`src/rtl/pc_unit_param.sv`:
```
// Fetch-stage program counter: reset, exception, branch and return-stack redirects over a
// sequential increment. Defining PC_RAS_EN builds the return-address stack.
module pc_unit_param #(
  parameter int                ADDR_W       = 32,
  parameter int                INSTR_BYTES  = 4,
  parameter logic [ADDR_W-1:0] RESET_VECTOR = '0,
  parameter logic [ADDR_W-1:0] EXC_VECTOR   = ADDR_W'(32'h8),
  parameter int                RAS_DEPTH    = 4
) (
  input  logic              clk,
  input  logic              rst,
  input  logic              freeze,
  input  logic              Branch_taken,
  input  logic [ADDR_W-1:0] BranchAddr,
  input  logic              exc_req,
  input  logic              call_push,
  input  logic              ret_pop,
  output logic [ADDR_W-1:0] buffered_pc,
  output logic              pc_valid,
  output logic              redirect,
  output logic              misalign,
  output logic              ras_empty,
  output logic              ras_underflow
);

  localparam logic [ADDR_W-1:0] STEP     = ADDR_W'(INSTR_BYTES);
  localparam logic [ADDR_W-1:0] LOW_MASK = STEP - ADDR_W'(1);

  typedef enum logic {ST_HOLD, ST_RUN} state_t;

  state_t            state_q, state_d;
  logic [ADDR_W-1:0] pc_q, pc_d;
  logic              redirect_q, redirect_d;
  logic              misalign_q, misalign_d;
  logic              underflow_q, underflow_d;

  logic              run;
  logic [ADDR_W-1:0] seq_pc;
  logic              ras_hit;
  logic [ADDR_W-1:0] ras_top;
  logic              ras_is_empty;
  logic              ras_underflow_cond;
  logic              take;
  logic [ADDR_W-1:0] target;

  assign run    = (state_q == ST_RUN);
  assign seq_pc = pc_q + STEP;

`ifdef PC_RAS_EN
  localparam int PTR_W = $clog2(RAS_DEPTH);
  localparam int CNT_W = PTR_W + 1;

  // Circular storage: ptr is the next write slot, so the top lives at ptr-1.
  logic [ADDR_W-1:0] ras_mem_q [RAS_DEPTH];
  logic [PTR_W-1:0]  ras_ptr_q, ras_ptr_d;
  logic [CNT_W-1:0]  ras_cnt_q, ras_cnt_d;
  logic [PTR_W-1:0]  top_idx;
  logic              pop_en;
  logic              push_en;
  logic [ADDR_W-1:0] push_val;

  assign top_idx            = ras_ptr_q - PTR_W'(1);
  assign ras_is_empty       = (ras_cnt_q == '0);
  assign ras_top            = ras_mem_q[top_idx];
  assign pop_en             = run & ret_pop & ~exc_req & ~Branch_taken & ~ras_is_empty;
  assign push_en            = run & call_push & ~freeze & ~exc_req & ~pop_en;
  assign push_val           = seq_pc & ~LOW_MASK;
  assign ras_hit            = pop_en;
  assign ras_underflow_cond = run & ret_pop & ras_is_empty;

  always_comb begin
    ras_ptr_d = ras_ptr_q;
    ras_cnt_d = ras_cnt_q;
    if (run && exc_req) begin
      ras_cnt_d = '0;
    end else if (pop_en) begin
      ras_ptr_d = ras_ptr_q - PTR_W'(1);
      ras_cnt_d = ras_cnt_q - CNT_W'(1);
    end else if (push_en) begin
      ras_ptr_d = ras_ptr_q + PTR_W'(1);
      // When full the write lands on the oldest slot and the count saturates.
      if (ras_cnt_q != CNT_W'(RAS_DEPTH)) begin
        ras_cnt_d = ras_cnt_q + CNT_W'(1);
      end
    end
  end

  always_ff @(posedge clk) begin
    if (rst) begin
      ras_ptr_q <= '0;
      ras_cnt_q <= '0;
    end else begin
      ras_ptr_q <= ras_ptr_d;
      ras_cnt_q <= ras_cnt_d;
    end
  end

  always_ff @(posedge clk) begin
    if (!rst && push_en) begin
      ras_mem_q[ras_ptr_q] <= push_val;
    end
  end
`else
  logic unused_ok;

  assign ras_is_empty       = 1'b1;
  assign ras_top            = '0;
  assign ras_hit            = 1'b0;
  assign ras_underflow_cond = 1'b0;
  assign unused_ok          = &{1'b0, call_push, ret_pop, RAS_DEPTH[0]};
`endif

  always_comb begin
    state_d     = ST_RUN;
    pc_d        = pc_q;
    redirect_d  = 1'b0;
    misalign_d  = 1'b0;
    underflow_d = 1'b0;
    take        = 1'b0;
    target      = '0;
    if (run) begin
      if (exc_req) begin
        take   = 1'b1;
        target = EXC_VECTOR;
      end else if (Branch_taken) begin
        take   = 1'b1;
        target = BranchAddr;
      end else if (ras_hit) begin
        take   = 1'b1;
        target = ras_top;
      end
      if (take) begin
        pc_d       = target & ~LOW_MASK;
        redirect_d = 1'b1;
        misalign_d = |(target & LOW_MASK);
      end else if (!freeze) begin
        pc_d = seq_pc;
      end
      underflow_d = ras_underflow_cond;
    end
  end

  always_ff @(posedge clk) begin
    if (rst) begin
      state_q     <= ST_HOLD;
      pc_q        <= RESET_VECTOR;
      redirect_q  <= 1'b0;
      misalign_q  <= 1'b0;
      underflow_q <= 1'b0;
    end else begin
      state_q     <= state_d;
      pc_q        <= pc_d;
      redirect_q  <= redirect_d;
      misalign_q  <= misalign_d;
      underflow_q <= underflow_d;
    end
  end

  assign buffered_pc   = pc_q;
  assign pc_valid      = run;
  assign redirect      = redirect_q;
  assign misalign      = misalign_q;
  assign ras_empty     = ras_is_empty;
  assign ras_underflow = underflow_q;

endmodule

```
`config.mk`:
```
export PLATFORM = sky130hd
export DESIGN_NAME = pc_unit_param
export DESIGN_NICKNAME = d
export VERILOG_FILES = /design/src/rtl/pc_unit_param.sv
export SDC_FILE = /design/constraint.sdc
export NUM_CORES = 1
export LEC_CHECK = 0
export ABC_AREA = 1
export CAP_MARGIN = 15
export CORE_ASPECT_RATIO = 1.5
export CORE_MARGIN = 2
export CORE_UTILIZATION = 46
export CTS_CLUSTER_SIZE = 24
export DETAILED_ROUTE_END_ITERATION = 10
export PLACE_DENSITY = 0.92
export SYNTH_ARGS = -nofsm -noshare
export SYNTH_HDL_FRONTEND = slang
export SYNTH_SLANG_ARGS = --single-unit
```
`constraint.sdc`:
```
create_clock -name clk -period 1.6 [get_ports clk]
set_input_delay 0.32 -clock clk [delete_from_list [all_inputs] [get_ports clk]]
set_output_delay 0.32 -clock clk [all_outputs]
set_load 0.1 [all_outputs]
```
Word-level counts from Yosys, hierarchy flattened
Index checks and enable logic that the tools add are counted.
Storage, ports and cells
  output and inout bits: 37
  flip-flop bits (word level): 35
Operators by class
  add/subtract/negate cells: 1
  bitwise gates (word level): 2
  reductions and logical operators: 4
  eq/ne operators: 1
  multiplexer cells: 10
Operators by type and width (count)
  $mux W32: 5
  $add A32 B3 Y32 const B: 1
  $mux W1: 5
  $reduce_or A2 Y1: 2
  $reduce_or A3 Y1: 1
  $ne A2 B1 Y1 const B: 1
  $not A1 Y1: 2
  $reduce_and A2 Y1: 1

Logic depth before layout (Yosys ltp)
  word-level depth: 5
  depth in mapped cells: 9

Worst setup path before layout
OpenSTA, ideal clock, no wires.
  path type: register to register
  start point: register pc_q[2], in the netlist buffered_pc[2]
  end point: register pc_q[18], in the netlist buffered_pc[18]
  stages on the path, launching flop included: 10
  period minus slack after synthesis: 2.179 ns
  data arrival time: 2.108 ns
  slack: -0.579 ns
  path through: dfxtp_1 -> ha_1 -> nand2_1 -> nor2_4 -> nand2_4 -> nor2_4 -> nor2_1 -> nor2_1 -> nand2_1 -> a21oi_1
Between the ends
  word-level cells in the longest chain between the ends: 3
RTL lines
  from (decl): line 32  | logic [ADDR_W-1:0] pc_q, pc_d;
  from (signal assigned): line 152  | pc_q <= pc_d;
  $add A32 B3 Y32: line 47  | assign seq_pc = pc_q + STEP;
  $mux W32: line 136  | end else if (!freeze) begin
  $mux W32: line 132  | if (take) begin
Every way passes these cells. The select of a mux whose other input is x is not followed.
A chain may end at the register's enable or synchronous reset.

Worst setup path in the final report
  start point: register pc_q[3], in the netlist buffered_pc[3]
  end point: register pc_q[20], in the netlist buffered_pc[20]
Same word-level chain as after synthesis.

==> metrics list <==
- The signal on the critical path passes through ha_4 > nand2_2 > nor2_4 > nand3b_1 > o21bai_1 > nand3_1 > a21oi_2.
- In the global route stage, overall resource usage came out at 28.5%.
- Post-DR wirelength/cell: roughly 16 um
* Top_reg_cell synth: dfxtp_1
* Wire length of the first global-routing pass: 11.9 mm
* Biggest area consumer among synthesized cells: dfxtp_1
- Initial core utilization: 47.1%
- The tree built by TritonCTS fans out to 33 sinks.
- The number of buffers and inverters on the critical path is 0.
* Maximum achievable frequency: 621 MHz
- In this run the register-to-register setup slack is -0.009 ns.
- On the critical path, the stage with the largest delay is an instance of dfxtp_4.
- Post-CTS Hold Fix Bufs: 0
* Level count of the clock H-tree: 2
- For this run, the post-layout net count is 474.
* Placed cell count: between 400 and 500
- Post-route insts no fill: 501
* Final Setup Violations: 1
- Violated checks: setup timing
- Kind of capture point of the worst setup path: flip-flop
- Ranked by total cell area, the synthesized netlist is headed by dfxtp_1 29%, nand2_1 14%, a21oi_1 13%.
- Sequential fraction of design power: between 30% and 40%
- Final core utilization: 73.8%
- Total power density per cell area: 790 mW/mm^2
- Overall power consumption after layout is estimated at 2.78 mW.
- Leaving out fill and tap cells, the most frequent cell in the layout is nand2_1.
- For the worst-skew pair, the clock arrives at the later sink with an insertion delay of 0.30 ns.
- For this run, the register share of the synthesized area comes to 29.4%.
- DIE HEIGHT: 89.6 um
- For this block, the via count after detailed routing is around 2800.
- The number of global-route vias before repair is between 2000 and 3000.
* Final estimated routing congestion in global placement: 0.944
- The final layout contains routed wiring with a total length of 7.78 mm.
- Routed vias/inst: approximately 5.7
* Total inserted antenna cells: 0
- Clock tree synthesis selected as its root buffer the cell clkbuf_8.
- Max IR drop VDD: approximately 0.50 mV
- In the synthesized netlist, the number of instances is 362.
* Clock tree from TritonCTS: yes
- Critical path class: reg2reg
* Warning count from the yosys run: 0
- Result of the run: finished, violations left
- For this run, the detailed router's first-pass iteration total came to 4.
- The initial antenna violation count was 0.
- Summed over all nets, the switching power comes to 1.16 mW.
- The floorplan has 31 rows.
- The die covers around 0.0055 mm^2.
* Number of buffers created by CTS: 5
- Largest net degree at the start of global routing: 32
- Leaving out fill and tap cells, the most frequent cells in the layout are 80 x nand2_1, 58 x a21oi_1, 40 x nor2_1.
- The synthesized netlist contains 28 unique library cells.
* Place WS: -0.125 ns
- Once routing completed, OpenROAD measured the worst setup slack at -0.00942 ns.
- Clock-pin slew of the registers on the worst-case setup and hold paths: 0.07 ns
- Summed over all cells, the static leakage comes to about 1.3 nW.
- Number of port buffers: a little under 70
- Instance area at placement: 0.00341 mm^2
- The total count of max-transition violations in the final report is 0.
* Die Wd: 61.1 um
- Of the available clock period, the critical path in the final layout requires 101%.
- CP startpoint kind: flip-flop
* Hold WC Path Type: in2reg
- The top cell type by area accounts for 29.4% of the synthesized area.
* Detailed placer's ending HPWL: approximately 5.3 mm
- Worst setup skew after layout: 0.00753 ns
* Arrival time of data at the critical path endpoint: 1.84 ns
- Slowest stage delay, CP: 0.39 ns
- Number of DRC violations after detailed-routing iteration 0: 227
- Core region area: 0.00477 mm^2
* Maxcap violations: 0
- Largest driver fanout on the critical path: 4
- From synthesis to final layout, the design area changed by 56.7%.
* I/O Pins: 76
- Post-Syn Area: 0.00225 mm^2
* Final instance area: 0.00352 mm^2
* Final Hold Viols: 0
- Cell internal power was estimated by the tool at 1.62 mW.
- Fraction of power consumed by the clock network: 22.7%
- Data required time at the worst endpoint: 1.83 ns
* Switching part of the total power: 41.8%
* Remaining Overflow, GRT: 0
- After detailed routing, the number of remaining DRC violations is 0.
- Proportion of synthesized flip-flops having asynchronous set or reset: 0%
* Time the worst path needs with I/O delays and setup: 1.61 ns
* Synthesized flop and latch total: 33
- In this run the remaining antenna-violating nets after routing total 0.
* CP top delay family: simple AND/OR/NAND/NOR gates
- Combinational cells account for 40.5% of the total power.
- Cells with a size suffix above 1 make up 24.6% of the layout.
* Max Root-Sink Buffers: 2
- The average instance in the mapped netlist occupies 6.21 um^2.
- Count of flip-flops with a built-in enable after synthesis: 0
area by class of cell:
cell class | instances | area [um^2]
Sequential cell | 33 | 708
Tap cell | 66 | 82.6
Clock buffer | 8 | 80.1
Inverter | 32 | 123
Multi-Input combinational cell | 282 | 1400
Timing Repair Buffer | 80 | 1130
Fill cell | 335 | 1250
path summary, 6_finish.rpt:
path / from / endpoint / cells past startpoint
max reg2reg: buffered_pc[3]$_SDFFE_PP0P_ / buffered_pc[20]$_SDFFE_PP0P_ / 7
min reg2reg: buffered_pc[23]$_SDFFE_PP0P_ / buffered_pc[23]$_SDFFE_PP0P_ / 2
min: BranchAddr[6] / buffered_pc[6]$_SDFFE_PP0P_ / 3
max: buffered_pc[3]$_SDFFE_PP0P_ / buffered_pc[20]$_SDFFE_PP0P_ / 7
routing by layer:
metal	vias to the layer above	wire length [um]	track usage [%]
met5	-	0	0
met1	1285	2790	31.6
met4	0	323	15.6
met2	175	4180	49.6
met3	44	487	5.44
li1	1327	-	-
kinds of logic after synthesis:
group	Yosys count	synth area share, %
and+or+nand+nor	172	35.7
AOI/OAI and AO/OA	104	23.7
buffers and inverters	49	9.91
DFF	33	29.4
other	2	0.334
xor gates and xnor gates	1	0.390
adders and majority gates	1	0.557
metrics by stage:
| step | TNS (ns) | hold WS (ns) |
|---|---|---|
| finish | -0.00942 | 0.577 |
| global route | -0.258 | 0.596 |
| CTS | 0 | 0.570 |
| detailed placement | -2.36 | 0.571 |
| global placement | -0.124 | 0.562 |
| floorplan | -0.00454 | 0.392 |
flip-flops by register name, indices dropped and copies added (netlist names):
signal and cells:
redirect 1, buffered_pc 30, misalign 1, pc_valid 1
synth_stat cells, drive strengths merged (3+ instances only):
library cell	number
clkbuf	6
nor2	53
o22ai	3
buf	11
nand2	87
nand3	26
inv	32
dfxtp	33
a21oi	60
o21ai	37
power by group through the flow:
stage          clock [mW]  sequential [mW]  combinational (mW)
2_1_floorplan           0             1.42               0.266
3_3_place_gp            0             1.03                1.08
3_5_place_dp            0             1.03                1.10
4_1_cts             0.633             1.01                1.11
5_1_grt             0.671             1.03                1.17
6_report            0.632             1.02                1.13
worst register-to-register path, cell delays in order (launching register included):
cell and delay (ns):
dfxtp_4 0.39, ha_4 0.15, nand2_2 0.09, nor2_4 0.21
nand3b_1 0.20, o21bai_1 0.22, nand3_1 0.13, a21oi_2 0.16
repair_timing:
action	4_1_cts	5_1_grt
endpoints found under the hold margin	0	0
endpoints found under the setup margin	0	9
setup buffers	0	1
gates resized for setup	0	6
No activity file was read; power rests on OpenSTA's default activity.
